==> src/rtl/board_stream_gen.sv <==
// Reversi board picture as an AXI4-Stream video source: one {R,B,G} pixel per beat,
// TUSER on frame start, TLAST on line end, board inputs snapshotted once per frame.
module board_stream_gen #(
  parameter int H_ACTIVE = 640,
  parameter int V_ACTIVE = 480,
  parameter int CELL     = 48,
  parameter int ORIGIN_X = 128,
  parameter int ORIGIN_Y = 48,
  parameter int RADIUS   = 20
) (
  input  logic        ACLK,
  input  logic        ARESETN,
  input  logic        enable,
  input  logic [63:0] board_black,
  input  logic [63:0] board_white,
  input  logic [5:0]  cursor,
  output logic [23:0] M_AXIS_TDATA,
  output logic        M_AXIS_TUSER,
  output logic        M_AXIS_TLAST,
  output logic        M_AXIS_TVALID,
  input  logic        M_AXIS_TREADY
);

  localparam int XW = $clog2(H_ACTIVE);
  localparam int YW = $clog2(V_ACTIVE);
  localparam int OW = 6;

  localparam logic [XW-1:0] X_LAST  = XW'(H_ACTIVE - 1);
  localparam logic [YW-1:0] Y_LAST  = YW'(V_ACTIVE - 1);
  localparam logic [XW-1:0] X_ONE   = XW'(1);
  localparam logic [YW-1:0] Y_ONE   = YW'(1);
  localparam logic [XW:0]   X_LO    = (XW+1)'(ORIGIN_X);
  localparam logic [XW:0]   X_HI    = (XW+1)'(ORIGIN_X + 8 * CELL);
  localparam logic [YW:0]   Y_LO    = (YW+1)'(ORIGIN_Y);
  localparam logic [YW:0]   Y_HI    = (YW+1)'(ORIGIN_Y + 8 * CELL);
  localparam logic [OW-1:0] O_ZERO  = OW'(0);
  localparam logic [OW-1:0] O_ONE   = OW'(1);
  localparam logic [OW-1:0] O_TWO   = OW'(2);
  localparam logic [OW-1:0] O_RING2 = OW'(CELL - 2);
  localparam logic [OW-1:0] O_LAST  = OW'(CELL - 1);
  localparam logic [OW-1:0] O_HALF  = OW'(CELL / 2);
  localparam logic [12:0]   R_SQ    = 13'(RADIUS * RADIUS);

  localparam logic [23:0] C_GREY  = 24'h202020;
  localparam logic [23:0] C_GRID  = 24'h000000;
  localparam logic [23:0] C_RED   = 24'hFF0000;
  localparam logic [23:0] C_BLACK = 24'h000000;
  localparam logic [23:0] C_WHITE = 24'hFFFFFF;
  localparam logic [23:0] C_GREEN = 24'h000080;

  typedef enum logic [0:0] {IDLE = 1'b0, ACTIVE = 1'b1} state_t;

  state_t        state_r, state_nx;
  logic          done_r;
  logic [XW-1:0] x_r, x_nx;
  logic [YW-1:0] y_r, y_nx;
  logic [OW-1:0] ox_r, ox_nx, oy_r, oy_nx;
  logic [2:0]    col_r, col_nx, row_r, row_nx;
  logic [63:0]   snap_black_r, snap_white_r;
  logic [5:0]    snap_cursor_r;
  logic          latch_s, load_s, drop_s, last_px_s;
  logic          in_board_s, disc_s;
  logic [5:0]    cell_s;
  logic [OW-1:0] mag_x_s, mag_y_s;
  logic [11:0]   sq_x_s, sq_y_s;
  logic [12:0]   dist_s;
  logic [23:0]   pix_s;
  logic [23:0]   tdata_r;
  logic          tuser_r, tlast_r, tvalid_r;

  function automatic logic on_ring(input logic [OW-1:0] o);
    return (o == O_ONE) || (o == O_TWO) || (o == O_RING2) || (o == O_LAST);
  endfunction

  assign last_px_s = (x_r == X_LAST) && (y_r == Y_LAST);

  // Frame sequencing: snapshot at frame start, drop TVALID only after the final beat is taken
  always_comb begin
    state_nx = state_r;
    latch_s  = 1'b0;
    load_s   = 1'b0;
    drop_s   = 1'b0;
    case (state_r)
      IDLE: begin
        if (enable) begin
          latch_s  = 1'b1;
          state_nx = ACTIVE;
        end else begin
          state_nx = IDLE;
        end
      end
      ACTIVE: begin
        if (!tvalid_r || M_AXIS_TREADY) begin
          if (done_r) begin
            drop_s   = 1'b1;
            state_nx = IDLE;
          end else begin
            load_s   = 1'b1;
            latch_s  = last_px_s && enable;
            state_nx = ACTIVE;
          end
        end else begin
          state_nx = ACTIVE;
        end
      end
      default: state_nx = IDLE;
    endcase
  end

  // Next raster position; cell column/row and in-cell offsets step incrementally instead of dividing
  always_comb begin
    x_nx   = x_r;
    y_nx   = y_r;
    ox_nx  = ox_r;
    oy_nx  = oy_r;
    col_nx = col_r;
    row_nx = row_r;
    if (x_r == X_LAST) begin
      x_nx   = {XW{1'b0}};
      ox_nx  = O_ZERO;
      col_nx = 3'd0;
      if (y_r == Y_LAST) begin
        y_nx = {YW{1'b0}};
      end else begin
        y_nx = y_r + Y_ONE;
      end
      if ({1'b0, y_nx} <= Y_LO) begin
        oy_nx  = O_ZERO;
        row_nx = 3'd0;
      end else if (oy_r == O_LAST) begin
        oy_nx  = O_ZERO;
        row_nx = row_r + 3'd1;
      end else begin
        oy_nx  = oy_r + O_ONE;
        row_nx = row_r;
      end
    end else begin
      x_nx = x_r + X_ONE;
      if ({1'b0, x_nx} <= X_LO) begin
        ox_nx  = O_ZERO;
        col_nx = 3'd0;
      end else if (ox_r == O_LAST) begin
        ox_nx  = O_ZERO;
        col_nx = col_r + 3'd1;
      end else begin
        ox_nx  = ox_r + O_ONE;
        col_nx = col_r;
      end
    end
  end

  assign in_board_s = ({1'b0, x_r} >= X_LO) && ({1'b0, x_r} <= X_HI) &&
                      ({1'b0, y_r} >= Y_LO) && ({1'b0, y_r} <= Y_HI);
  assign cell_s     = {row_r, col_r};
  assign mag_x_s    = (ox_r >= O_HALF) ? (ox_r - O_HALF) : (O_HALF - ox_r);
  assign mag_y_s    = (oy_r >= O_HALF) ? (oy_r - O_HALF) : (O_HALF - oy_r);
  assign sq_x_s     = {6'd0, mag_x_s} * {6'd0, mag_x_s};
  assign sq_y_s     = {6'd0, mag_y_s} * {6'd0, mag_y_s};
  assign dist_s     = {1'b0, sq_x_s} + {1'b0, sq_y_s};
  assign disc_s     = dist_s < R_SQ;

  // Pixel colour by priority: surround, grid, cursor ring, disc, felt
  always_comb begin
    pix_s = C_GREY;
    if (!in_board_s) begin
      pix_s = C_GREY;
    end else if ((ox_r == O_ZERO) || (oy_r == O_ZERO)) begin
      pix_s = C_GRID;
    end else if ((cell_s == snap_cursor_r) && (on_ring(ox_r) || on_ring(oy_r))) begin
      pix_s = C_RED;
    end else if (disc_s && snap_black_r[cell_s]) begin
      pix_s = C_BLACK;
    end else if (disc_s && snap_white_r[cell_s]) begin
      pix_s = C_WHITE;
    end else begin
      pix_s = C_GREEN;
    end
  end

  // State register
  always_ff @(posedge ACLK) begin
    if (!ARESETN) begin
      state_r <= IDLE;
    end else begin
      state_r <= state_nx;
    end
  end

  // Snapshot and raster counters
  always_ff @(posedge ACLK) begin
    if (!ARESETN) begin
      snap_black_r  <= 64'd0;
      snap_white_r  <= 64'd0;
      snap_cursor_r <= 6'd0;
      x_r           <= {XW{1'b0}};
      y_r           <= {YW{1'b0}};
      ox_r          <= O_ZERO;
      oy_r          <= O_ZERO;
      col_r         <= 3'd0;
      row_r         <= 3'd0;
      done_r        <= 1'b0;
    end else begin
      if (latch_s) begin
        snap_black_r  <= board_black;
        snap_white_r  <= board_white;
        snap_cursor_r <= cursor;
      end
      if (state_r == IDLE) begin
        x_r    <= {XW{1'b0}};
        y_r    <= {YW{1'b0}};
        ox_r   <= O_ZERO;
        oy_r   <= O_ZERO;
        col_r  <= 3'd0;
        row_r  <= 3'd0;
        done_r <= 1'b0;
      end else if (load_s) begin
        x_r    <= x_nx;
        y_r    <= y_nx;
        ox_r   <= ox_nx;
        oy_r   <= oy_nx;
        col_r  <= col_nx;
        row_r  <= row_nx;
        done_r <= last_px_s && !enable;
      end else if (drop_s) begin
        done_r <= 1'b0;
      end
    end
  end

  // Stream output register; holds while stalled
  always_ff @(posedge ACLK) begin
    if (!ARESETN) begin
      tdata_r  <= 24'd0;
      tuser_r  <= 1'b0;
      tlast_r  <= 1'b0;
      tvalid_r <= 1'b0;
    end else if (load_s) begin
      tdata_r  <= pix_s;
      tuser_r  <= (x_r == {XW{1'b0}}) && (y_r == {YW{1'b0}});
      tlast_r  <= (x_r == X_LAST);
      tvalid_r <= 1'b1;
    end else if (drop_s) begin
      tvalid_r <= 1'b0;
    end
  end

  assign M_AXIS_TDATA  = tdata_r;
  assign M_AXIS_TUSER  = tuser_r;
  assign M_AXIS_TLAST  = tlast_r;
  assign M_AXIS_TVALID = tvalid_r;

endmodule

==> config.mk <==
export PLATFORM = sky130hd
export DESIGN_NAME = board_stream_gen
export DESIGN_NICKNAME = d
export VERILOG_FILES = /design/src/rtl/board_stream_gen.sv
export SDC_FILE = /design/constraint.sdc
export NUM_CORES = 1
export LEC_CHECK = 0
export CAP_MARGIN = 20
export CORE_ASPECT_RATIO = 1.5
export CORE_UTILIZATION = 30
export DETAILED_ROUTE_END_ITERATION = 10
export PLACE_DENSITY = 0.6
export SYNTH_ARGS = -nofsm -noshare
export SYNTH_HDL_FRONTEND = slang
export SYNTH_SLANG_ARGS = --single-unit
export TNS_END_PERCENT = 5
==> constraint.sdc <==
create_clock -name ACLK -period 13.2 [get_ports ACLK]
set_input_delay 1.98 -clock ACLK [delete_from_list [all_inputs] [get_ports ACLK]]
set_output_delay 1.98 -clock ACLK [all_outputs]
set_load 0.005 [all_outputs]
== Word level (Yosys, flattened, before mapping) ==
Cells that the tools add are included.
Word-level totals
  flip-flop bits (word level): 200
  input bits: 138
  word-level logic and storage cells: 121
Cells by class
  $add $sub $neg: 11
  multiply operators: 2
  order comparisons: 10
  eq/ne operators: 11
  multiplexer cells: 39
  bitwise gates (word level): 1
  reduce and logical (&&, ||, !) cells: 32
Operator list (count)
  24-bit two-way mux: 5
  6-bit two-way mux: 7
  6-bit == test (second input constant): 4
  6-bit by 6-bit multiplier with 12-bit output: 2
  9-bit two-way mux: 2
  1-bit two-way mux: 15
  3-bit two-way mux: 5
  12-bit by 12-bit adder with 13-bit output: 1
  13-bit by 9-bit < comparator with 1-bit output (second input constant): 1
  6-bit by 1-bit adder with 6-bit output (second input constant): 2
  1-bit binary-select mux with 6-bit select: 2
  6-bit by 1-bit == test with 1-bit output (second input constant): 2
  6-bit by 2-bit == test with 1-bit output (second input constant): 2
  6-bit by 5-bit >= comparator with 1-bit output (second input constant): 2
  6-bit zero test: 2
  5-bit by 6-bit subtractor with 6-bit output (first input constant): 2
  6-bit by 5-bit subtractor with 6-bit output (second input constant): 2
  10-bit by 1-bit adder with 10-bit output (second input constant): 1
  10-bit == test (second input constant): 1
  10-bit by 8-bit >= comparator with 1-bit output (second input constant): 1
  10-bit <= comparator (second input constant): 1
  10-bit by 8-bit <= comparator with 1-bit output (second input constant): 1
  1-bit logical AND: 10
  10-bit zero test: 1
  18 further kinds: 32

== Depth between registers and ports, before layout ==
Gate-level depths: netlist of run 1.
  word-level depth: 11
  gate-level depth with buffers: 27

== Least setup slack after synthesis of run 1 ==
No wires, ideal clock.
  kind: register to register
  start: register oy_r[0]
  end: register tdata_r[21] (netlist: M_AXIS_TDATA[21])
  setup time: 0.078 ns
  arrival: 6.264 ns
  required time: 13.122 ns
  path slack: 6.858 ns
  cell stages (with the launch flop): 25
  buffers on the path: 1
  cells stage by stage: dfxtp_1 > clkbuf_1 > nor3_1 > nor2_1 > nand3b_1 > o21ai_1 > inv_1 > or2_2 > fa_1 > fa_1 > inv_1 > fa_1 > inv_1 > fa_1 > fa_1 > inv_1 > ha_1 > a21o_1 > a2111oi_0 > nor3_1 > mux2i_1 > nor4_1 > nand3_1 > and3_1 > nor3_1
Between the ends
  cells in the longest elaborated chain, start to end: 11
  elaborated cells between the ends (all ways): 25
  classes of those cells: 3 x add/sub; 1 x mul; 2 x order compare; 4 x eq/ne; 6 x mux; 9 x reduce/logical
RTL lines
  from (decl): RTL line 57  | logic [OW-1:0] ox_r, ox_nx, oy_r, oy_nx;
  from (signal assigned): RTL line 220  | oy_r <= oy_nx;
  5-bit by 6-bit subtractor with 6-bit output (tied with other cells): RTL line 156  | assign mag_y_s = (oy_r >= O_HALF) ? (oy_r - O_HALF) : (O_HALF - oy_r);
  6-bit two-way mux: RTL line 156
  6-bit by 6-bit multiplier with 12-bit output: RTL line 158  | assign sq_y_s = {6'd0, mag_y_s} * {6'd0, mag_y_s};
  12-bit by 12-bit adder with 13-bit output: RTL line 159  | assign dist_s = {1'b0, sq_x_s} + {1'b0, sq_y_s};
  13-bit by 9-bit < comparator with 1-bit output: RTL line 160  | assign disc_s = dist_s < R_SQ;
  1-bit logical AND: RTL line 173  | end else if (disc_s && snap_white_r[cell_s]) begin
  24-bit two-way mux: RTL line 173
  24-bit two-way mux: RTL line 171  | end else if (disc_s && snap_black_r[cell_s]) begin
  24-bit two-way mux: RTL line 169  | end else if ((cell_s == snap_cursor_r) && (on_ring(ox_r) || on_ring(oy_r))) begin
  24-bit two-way mux *: RTL line 167  | end else if ((ox_r == O_ZERO) || (oy_r == O_ZERO)) begin
  24-bit two-way mux *: RTL line 165  | if (!in_board_s) begin
  to (signal assigned): RTL line 238  | tdata_r <= pix_s;
  to (decl): RTL line 68  | logic [23:0] tdata_r;
Every way passes the cells marked *; elsewhere a longest branch is shown, timed or not.
A chain may end at the register's enable or synchronous reset.

== Worst setup path in the final report of run 1 ==
Ends and elaborated chain as after synthesis.

==> impl_metrics.env, run 1 <==
export IMPL_outcome="complete, no violations"
export IMPL_cts_root_buf="clkbuf_16"
export IMPL_firstDrtPassIters=5
export IMPL_post_route_util_pct=37.0
export IMPL_drv_slew=0
export IMPL_power_density_mw_per_mm2=90.4
export IMPL_fillers=3706
export IMPL_post_dp_hpwl_mm=20.5
export IMPL_dpl_instance_area_mm2=0.0128
export IMPL_synth_seq_cells=181
export IMPL_postCtsSetupBuffers=0
export IMPL_final_period_utilization_pct=52.3
export IMPL_yosys_most_used_dff="dfxtp_1"
export IMPL_power_frac_comb_pct=11.8
export IMPL_syn_nets=1539
export IMPL_core_mm2=0.0361
export IMPL_hp_start="snap_white_r[48]"
export IMPL_syn_area_mm2=0.0110
export IMPL_seqPwrFrac_pct=48.3
export IMPL_viasPerCell=4.81
export IMPL_dp_cells=1868
export IMPL_end_kind="flip-flop"
export IMPL_ys_types=69
export IMPL_placementRows=85
export IMPL_min_path_type="reg -> reg"
export IMPL_p_leak_nw=5.06
export IMPL_yosysTopAreaCellShare_pct=32.9
export IMPL_initial_core_util_pct=30.6
export IMPL_clock_sinks=181
export IMPL_clkPwrFrac_pct=40.0
export IMPL_syn_to_final_growth_pct=21.3
export IMPL_drtAntennaViolNets=0
export IMPL_cts_max_level=4
export IMPL_synth_area_leaders="dfxtp_1, nand2_1, a21boi_1, fa_1, mux4_2"
export IMPL_avgSynthCellArea_um2=8.31
export IMPL_post_cts_resized=0
export IMPL_path_clk_slew_ns=0.07
export IMPL_wire_per_inst_um=14.7
export IMPL_dieArea_mm2=0.0375
export IMPL_syn_inst=1325
export IMPL_drt_initial_drc_count=443
export IMPL_synth_largest_area_cell="dfxtp_1"
export IMPL_synth_enable_flop_cells=0
export IMPL_critPathKind="reg -> reg"
export IMPL_chipWidth_um=158
export IMPL_ys_warn_count=0
export IMPL_switching_share_pct=24.5
export IMPL_rsz0062_at_grt="false"
export IMPL_cts_tree="yes"
export IMPL_finClkSkew_ns=0.00931
export IMPL_grt_overflow=0
export IMPL_ys_top_cells_by_count="nand2_1, dfxtp_1, a21boi_1"
export IMPL_period_needed_ns=6.91
export IMPL_intPower_mw=0.913
export IMPL_drc_errors=0
export IMPL_die_h_um=237
export IMPL_setup_viol=0
export IMPL_antenna_found_initial=0
export IMPL_final_layout_size_suffix_gt1_share_pct=5.99
export IMPL_fin_area_mm2=0.0134
export IMPL_routed_wl_mm=27.9
export IMPL_ys_seq_area_share_pct=32.9
export IMPL_r2r_start="oy_r[0]"
export IMPL_async_flop_share_pct=0
export IMPL_grt_pass1_wl_mm=46.2
export IMPL_diodes=0
export IMPL_insertion_delay_ns=0.44
export IMPL_net_switching_power_mw=0.295
export IMPL_fin_cells=1897
export IMPL_gr_usage_all_layers_pct=15.6
export IMPL_crit_start="oy_r[0]"
export IMPL_crit_path_max_fanout=11
export IMPL_cap_violations=0
export IMPL_start_kind="flip-flop"
export IMPL_slew_headroom_pct=30.6
export IMPL_nNetsFinal=1623
export IMPL_numCtsBuffers=17
export IMPL_gp_congestion=0.864
export IMPL_ios=165
export IMPL_yosysMostFrequentCell="nand2_1"
export IMPL_setup_tns_final_ns=0
export IMPL_max_freq_ghz=0.145
export IMPL_grt_pass1_vias=9217
export IMPL_hold_buffers=0
export IMPL_critPathArrivalTime_ns=7.28
export IMPL_vias=9128
export IMPL_tightest_slew_ns=1.04
export IMPL_grt_max_degree=106
export IMPL_clockBufferDepth=2
export IMPL_hold_violations=0
export IMPL_peakVddDrop_mv=0.0905
export IMPL_io_buffers=164
export IMPL_crit_required_ns=13.57
## power by group through the flow
stage	registers, mW	clock network [mW]	logic (mW)
global placement	0.595	0	0.143
floorplan	0.592	0	0.0794
finish	0.583	0.483	0.142
CTS	0.583	0.499	0.145
global route	0.586	0.519	0.158
detailed placement	0.596	0	0.144
## worst max-delay path, cell delays in order, from the launching register on
cell	delay (ns)
dfxtp_1	0.43
inv_1	0.16
ha_1	0.22
nand2b_1	0.07
a211oi_1	0.29
a21oi_1	0.11
nor2_1	0.28
inv_1	0.11
fa_1	0.52
fa_1	0.54
inv_1	0.05
fa_1	0.52
inv_1	0.05
fa_1	0.50
fa_1	0.60
inv_1	0.06
ha_1	0.29
a21o_1	0.21
a2111oi_0	0.49
nor3_1	0.14
mux2i_1	0.14
nor4_1	0.44
nand3_1	0.22
and3_1	0.24
nor3_1	0.15
## final cells by class
class | count | area [µm²] | share of cell area [%]
sequential | 181 | 3630 | 27.2
timing repair buffer | 172 | 1700 | 12.7
clock buffer | 21 | 460 | 3.45
inverter | 77 | 289 | 2.16
clock inverter | 8 | 78.8 | 0.590
multi-input combinational | 960 | 6600 | 49.4
tap | 478 | 598 | 4.48
## layout by cell type (no fill, tap or decap), types with 16 or more instances in the layout
cell type        count
clkdlybuf4s50_1    163
nand2b_1            20
xor2_1              16
a21boi_1           135
dfxtp_1            179
nand3_1             19
nor2_1              61
nor3_1              19
mux2i_1             21
ha_1                43
o21ai_0             19
a21oi_1             49
clkbuf_16           17
fa_1                33
inv_1               76
nand2_1            328
mux4_2              29
## final timing paths
path / endpoint / slack (ns) / cells after the start
worst max-delay path: M_AXIS_TDATA[21] / 6.29 / 24
worst min-delay path: snap_white_r[48] / 0.45 / 2
worst max register to register: M_AXIS_TDATA[21] / 6.29 / 24
worst min register to register: snap_white_r[48] / 0.45 / 2
## cell families (layout without fill, tap and decap cells)
family / Yosys count / count (layout) / share of synthesized area [%]
multiplexers: 51 / 51 / 7.94
AND/OR/NAND/NOR: 526 / 526 / 21.0
flip-flops: 181 / 181 / 32.9
buffers and inverters: 184 / 278 / 7.27
AO/OA/AOI/OAI: 281 / 281 / 17.9
adder cells (fa/ha/maj): 76 / 76 / 10.9
XOR/XNOR: 26 / 26 / 2.07
## sequential cells by signal, summed over array words and instances (netlist names), 3 cells and up
name and count:
snap_cursor_r 6, oy_r 6, col_r 3, snap_black_r 64, x_r 10, snap_white_r 64
ox_r 6, row_r 3, M_AXIS_TDATA 5, y_r 9
## per-stage QoR
step / hold WS, ns / power [mW] / worst slack [ns]
2_1_floorplan: 0.432 / 0.671 / 6.86
3_3_place_gp: 0.438 / 0.738 / 6.39
3_5_place_dp: 0.443 / 0.740 / 6.36
4_1_cts: 0.453 / 1.23 / 6.34
5_1_grt: 0.471 / 1.26 / 5.70
6_report: 0.450 / 1.21 / 6.29
## routing by layer
| layer | up-vias | GRT usage [%] | share of wire [%] |
|---|---|---|---|
| met4 | 0 | 5.71 | 1.9 |
| met1 | 4336 | 17.6 | 41 |
| li1 | 4602 | - | - |
| met5 | - | 0 | 0 |
| met3 | 25 | 2.01 | 2.8 |
| met2 | 165 | 29.4 | 54 |
Note: power is estimated with default switching activity, not from simulation.
==> run 2, diff against run 1 <==
==> constraint.sdc (replaced) <==
create_clock -name ACLK -period 7.2 [get_ports ACLK]
set_input_delay 1.08 -clock ACLK [delete_from_list [all_inputs] [get_ports ACLK]]
set_output_delay 1.08 -clock ACLK [all_outputs]
set_load 0.005 [all_outputs]
==> run 2 against run 1 <==
  * Worst setup slack lost 5.7 ns
  * Cell area grew 0.50%
  * Critical path depth shrank 2
  * Global-route usage shrank 0.13 points
  * Core utilization grew 0.18 points
  * Clock power grew 95%
  * Die area is the same
  * Critical endpoint unchanged
  * Largest cell class unchanged
==> impl_metrics.env, run 2 (synthesized netlist as in run 1, its figures left out) <==
export IMPL_syn_to_final_growth_pct=21.9
export IMPL_min_path_type="reg -> reg"
export IMPL_final_cell_mix="nand2_1, dfxtp_1, clkdlybuf4s50_1, a21boi_1, inv_1"
export IMPL_outcome="complete, no violations"
export IMPL_antenna_found_initial=0
export IMPL_tightest_slew_ns=0.994
export IMPL_hold_depth=2
export IMPL_dp_cells=1869
export IMPL_viasPerCell=4.81
export IMPL_final_layout_size_suffix_gt1_share_pct=6.40
export IMPL_nNetsFinal=1624
export IMPL_critPathArrivalTime_ns=6.96
export IMPL_routed_wl_mm=27.9
export IMPL_drt_initial_drc_count=382
export IMPL_ios=165
export IMPL_numCtsBuffers=17
export IMPL_net_switching_power_mw=0.545
export IMPL_dieArea_mm2=0.0375
export IMPL_switching_share_pct=24.0
export IMPL_power_density_mw_per_mm2=169
export IMPL_die_h_um=237
export IMPL_insertion_delay_ns=0.45
export IMPL_clockBufferDepth=2
export IMPL_slew_headroom_pct=33.6
export IMPL_critPathKind="reg -> reg"
export IMPL_hold_end="snap_white_r[37]"
export IMPL_cts_max_level=4
export IMPL_r2r_setup_slack_ns=0.61
export IMPL_initial_core_util_pct=30.6
export IMPL_rsz0062_at_grt="false"
export IMPL_cts_tree="yes"
export IMPL_wire_per_inst_um=14.7
export IMPL_chipWidth_um=158
export IMPL_layout_commonest_cell="nand2_1"
export IMPL_end_kind="flip-flop"
export IMPL_busiest_layer="met2"
export IMPL_grt_max_degree=97
export IMPL_place_ws_ns=0.417
export IMPL_path_clk_slew_ns=0.06
export IMPL_peakVddDrop_mv=0.179
export IMPL_reg2reg_to="M_AXIS_TDATA[21]"
export IMPL_gp_congestion=0.906
export IMPL_finClkSkew_ns=0.00956
export IMPL_cts_root_buf="clkbuf_16"
export IMPL_grt_pass1_vias=9127
export IMPL_setup_ws_ns=0.607
export IMPL_drv_slew=0
export IMPL_gr_usage_all_layers_pct=15.5
export IMPL_setup_tns_final_ns=0
export IMPL_hold_violations=0
export IMPL_fin_cells=1899
export IMPL_hp_start="snap_white_r[37]"
export IMPL_core_mm2=0.0361
export IMPL_post_dp_hpwl_mm=20.5
export IMPL_grt_overflow=0
export IMPL_seqPwrFrac_pct=47.0
export IMPL_final_period_utilization_pct=91.6
export IMPL_cap_violations=0
export IMPL_intPower_mw=1.73
export IMPL_grt_pass1_wl_mm=45.5
export IMPL_crit_required_ns=7.57
export IMPL_firstDrtPassIters=4
export IMPL_largestRegisters="snap_black_r (64), snap_white_r (64), x_r (10)"
export IMPL_reg2reg_depth=22
export IMPL_placementRows=85
export IMPL_p_leak_nw=5.09
export IMPL_max_freq_ghz=0.152
export IMPL_use_met3_pct=2.54
export IMPL_r2r_start="oy_r[0]"
export IMPL_crit_path_max_fanout=11
export IMPL_io_buffers=164
export IMPL_setup_viol=0
export IMPL_met1_usage_pct=17.3
export IMPL_diodes=0
export IMPL_period_needed_ns=6.59
export IMPL_clock_sinks=181
export IMPL_clkPwrFrac_pct=41.5
export IMPL_drtAntennaViolNets=0
export IMPL_vias=9140
export IMPL_start_kind="flip-flop"
export IMPL_power_frac_comb_pct=11.5
export IMPL_use_met2_pct=28.9
export IMPL_p_total_mw=2.27
export IMPL_drc_errors=0
## run 2: repair_timing
action                                  CTS  global route
buffers inserted                          0             0
gates resized for setup                   0             3
endpoints found under the setup margin    0             4
hold buffers                              0             0
## run 2: how the worst max path moves through the flow
stage	from	end	slack [ns]	cells after the start
after global placement	oy_r[0]	M_AXIS_TDATA[21]	0.54	24
after detailed placement	oy_r[0]	M_AXIS_TDATA[21]	0.42	24
after floorplan	oy_r[0]	M_AXIS_TDATA[21]	0.86	24
after CTS	oy_r[0]	M_AXIS_TDATA[21]	0.41	24
after global routing	oy_r[0]	M_AXIS_TDATA[21]	0.02	24
final	oy_r[0]	M_AXIS_TDATA[21]	0.61	22
## run 2: final cells by class
| type | instances | area (µm²) |
|---|---|---|
| fillers | 3647 | 22600 |
| multi-input cells | 960 | 6620 |
| flip-flops and latches | 181 | 3630 |
| repair buffers | 173 | 1710 |
| well taps | 478 | 598 |
| clock buffers | 22 | 484 |
| inverters | 77 | 289 |
| clock inverters | 8 | 98.8 |
## run 2: power by group through the flow
stage,clock [mW],combinational (mW),sequential [mW]
2_1_floorplan,0,0.146,1.08
3_3_place_gp,0,0.262,1.09
3_5_place_dp,0,0.266,1.09
4_1_cts,0.970,0.266,1.07
5_1_grt,1.00,0.290,1.07
6_report,0.942,0.262,1.07
## run 2: critical path: stages, from the launching register on
cell       delay (ns)
dfxtp_1          0.56
inv_1            0.15
ha_1             0.24
nor2_1           0.13
xnor2_1          0.18
or2_2            0.36
fa_1             0.49
fa_1             0.55
inv_1            0.05
fa_1             0.52
inv_1            0.05
fa_1             0.51
fa_1             0.60
inv_1            0.06
ha_1             0.28
a21o_1           0.21
a2111oi_1        0.38
nor3_1           0.13
mux2i_1          0.14
nor4_2           0.34
nand3_1          0.20
and3_1           0.23
nor3_1           0.16
## run 2: per-stage QoR
stage	area, µm²	util [%]	hold WS, ns
finish	13400	37.2	0.449
global route	13400	37.2	0.464
CTS	13400	37.2	0.454
detailed placement	12800	35.6	0.445
global placement	12800	35.6	0.439
floorplan	11000	-	0.432
## run 2: metal layers
metal	vias to the layer above	wire length (µm)
met4	0	621
met5	-	0
met3	27	703
met2	150	15000
li1	4600	-
met1	4363	11600
==> run 3, diff against run 2 <==
--- a/config.mk
+++ b/config.mk
@@ -5,7 +5,6 @@
 export SDC_FILE = /design/constraint.sdc
 export NUM_CORES = 1
 export LEC_CHECK = 0
-export CAP_MARGIN = 20
 export CORE_ASPECT_RATIO = 1.5
 export CORE_UTILIZATION = 30
 export DETAILED_ROUTE_END_ITERATION = 10
==> constraint.sdc (replaced) <==
create_clock -name ACLK -period 7.38 [get_ports ACLK]
set_input_delay 1.107 -clock ACLK [delete_from_list [all_inputs] [get_ports ACLK]]
set_output_delay 1.107 -clock ACLK [all_outputs]
set_load 0.005 [all_outputs]
==> run 3 against run 2 <==
  * Register-to-register slack got worse by 0.07 ns
  * Final cell count about the same
  * Worst setup slack got worse by 0.069 ns
  * Via count increased by 0.26%
  * Global-route usage about the same
  * Routed wire length decreased by 0.17%
  * Critical endpoint unchanged
==> impl_metrics.env, run 3 (synthesized netlist as in run 1, its figures left out) <==
export IMPL_outcome="complete, no violations"
export IMPL_largestRegisters="snap_black_r (64), snap_white_r (64), x_r (10)"
export IMPL_insertion_delay_ns=0.45
export IMPL_cpPeakStageDelay_ns=0.61
export IMPL_diodes=0
export IMPL_placementRows=85
export IMPL_setup_ws_ns=0.538
export IMPL_min_path_type="reg -> reg"
export IMPL_ff_latch_area_mm2=0.00363
export IMPL_worst_path_most_repeated_cell="fa_1"
export IMPL_chipWidth_um=158
export IMPL_post_dp_hpwl_mm=20.4
export IMPL_vias=9164
export IMPL_multi_input_area_mm2=0.00661
export IMPL_cap_violations=0
export IMPL_slew_headroom_pct=27.3
export IMPL_firstDrtPassIters=6
export IMPL_nNetsFinal=1624
export IMPL_grt_overflow=0
export IMPL_hold_violations=0
export IMPL_grt_max_degree=107
export IMPL_drc_errors=0
export IMPL_wire_per_inst_um=14.7
export IMPL_io_buffers=164
export IMPL_start_kind="flip-flop"
export IMPL_gr_usage_all_layers_pct=15.5
export IMPL_dp_cells=1869
export IMPL_drtAntennaViolNets=0
export IMPL_period_needed_ns=6.84
export IMPL_antenna_found_initial=0
export IMPL_gp_congestion=0.852
export IMPL_end_kind="flip-flop"
export IMPL_fillers=3681
export IMPL_crit_required_ns=7.75
export IMPL_final_period_utilization_pct=92.7
export IMPL_crit_chain="nor3_1 > nor2_1 > o21ai_1 > inv_1 > or2_2 > fa_1 > fa_1 > inv_1 > fa_1 > inv_1 > fa_1 > fa_1 > inv_1 > ha_1 > a21o_1 > a2111oi_0 > nor3_1 > mux2i_1 > nor4_1 > nand3_1 > and3_1 > nor3_1"
export IMPL_drt_initial_drc_count=430
export IMPL_rsz0062_at_grt="false"
export IMPL_crit_path_max_fanout=11
export IMPL_cts_max_level=4
export IMPL_syn_to_final_growth_pct=21.7
export IMPL_crit_slowest_cell="fa_1"
export IMPL_tightest_slew_ns=1.09
export IMPL_worst_path_buf_inv=4
export IMPL_power_density_mw_per_mm2=166
export IMPL_peakVddDrop_mv=0.162
export IMPL_core_mm2=0.0361
export IMPL_numCtsBuffers=17
export IMPL_drv_slew=0
export IMPL_finClkSkew_ns=0.0108
export IMPL_max_freq_ghz=0.146
export IMPL_clockBufferDepth=2
export IMPL_dieArea_mm2=0.0375
export IMPL_viasPerCell=4.83
export IMPL_layout_commonest_cell="nand2_1"
export IMPL_final_cell_mix="nand2_1, dfxtp_1, clkdlybuf4s50_1, a21boi_1, inv_1"
export IMPL_cts_root_buf="clkbuf_16"
export IMPL_final_layout_size_suffix_gt1_share_pct=6.13
export IMPL_p_leak_nw=5.09
export IMPL_grt_pass1_wl_mm=45.6
export IMPL_clock_sinks=181
export IMPL_whs_ns=0.452
export IMPL_post_route_util_pct=37.2
export IMPL_ios=165
export IMPL_critical_path_top_delay_family="adder cells"
export IMPL_routed_wl_mm=27.8
export IMPL_r2r_setup_slack_ns=0.54
export IMPL_fin_cells=1898
export IMPL_critPathKind="reg -> reg"
export IMPL_critPathArrivalTime_ns=7.21
export IMPL_setup_viol=0
export IMPL_grt_pass1_vias=9211
export IMPL_cts_tree="yes"
export IMPL_place_ws_ns=0.502
export IMPL_initial_core_util_pct=30.6
export IMPL_setup_tns_final_ns=0
export IMPL_path_clk_slew_ns=0.07
export IMPL_die_h_um=237
==> run 3: changes by cell type in the layout (fill, tap and decap cells not counted), moves of 2 or more <==
cell,change
clkbuf_1,+2
clkbuf_8,-3
clkinv_4,+2
clkinvlp_4,-2
==> run 3: worst paths after layout <==
kind	start	to	depth (start not counted)
max reg2reg	oy_r[0]	M_AXIS_TDATA[21]	22
min	snap_black_r[4]	snap_black_r[4]	2
min reg2reg	snap_black_r[4]	snap_black_r[4]	2
max	oy_r[0]	M_AXIS_TDATA[21]	22
==> run 3: stage by stage <==
| stage | power (mW) | area [µm²] |
|---|---|---|
| after global placement | 1.32 | 12800 |
| after global routing | 2.32 | 13400 |
| final | 2.23 | 13400 |
| after CTS | 2.25 | 13400 |
| after detailed placement | 1.32 | 12800 |
| after floorplan | 1.20 | 11000 |
==> run 3: worst reg2reg max path: stages (launching register included) <==
cell,delay (ns)
dfxtp_2,0.39
nor3_1,0.26
nor2_1,0.10
o21ai_1,0.42
inv_1,0.17
or2_2,0.35
fa_1,0.50
fa_1,0.56
inv_1,0.06
fa_1,0.53
inv_1,0.05
fa_1,0.50
fa_1,0.61
inv_1,0.06
ha_1,0.28
a21o_1,0.20
a2111oi_0,0.44
nor3_1,0.14
mux2i_1,0.14
nor4_1,0.43
nand3_1,0.21
and3_1,0.23
nor3_1,0.15
==> run 3: final cells by class <==
class                   instances  area share, %
clock buffers                  21           3.36
clock inverters                 8          0.943
inverters                      77           2.16
multi-input cells             960           49.3
flip-flops and latches        181           27.1
well taps                     478           4.46
repair buffers                173           12.7
==> run 3: per-layer routing <==
metal	track usage, %	share of wire (%)	wire, µm
met2	28.3	53	14800
met1	17.4	41	11500
met3	2.71	2.8	786
met5	0	0	0
met4	6.35	2.7	750
==> run 3: power breakdown <==
part | switching, mW | total, mW | internal [mW]
Sequential | 0.0229 | 1.04 | 1.02
Combinational | 0.120 | 0.255 | 0.136
Clock | 0.389 | 0.926 | 0.537
Total | 0.532 | 2.23 | 1.69
==> run 3: repair_timing <==
action                                  CTS  global route
setup buffers                             0             0
hold buffers                              0             0
endpoints found under the setup margin    0             1
gates resized for setup                   0             1
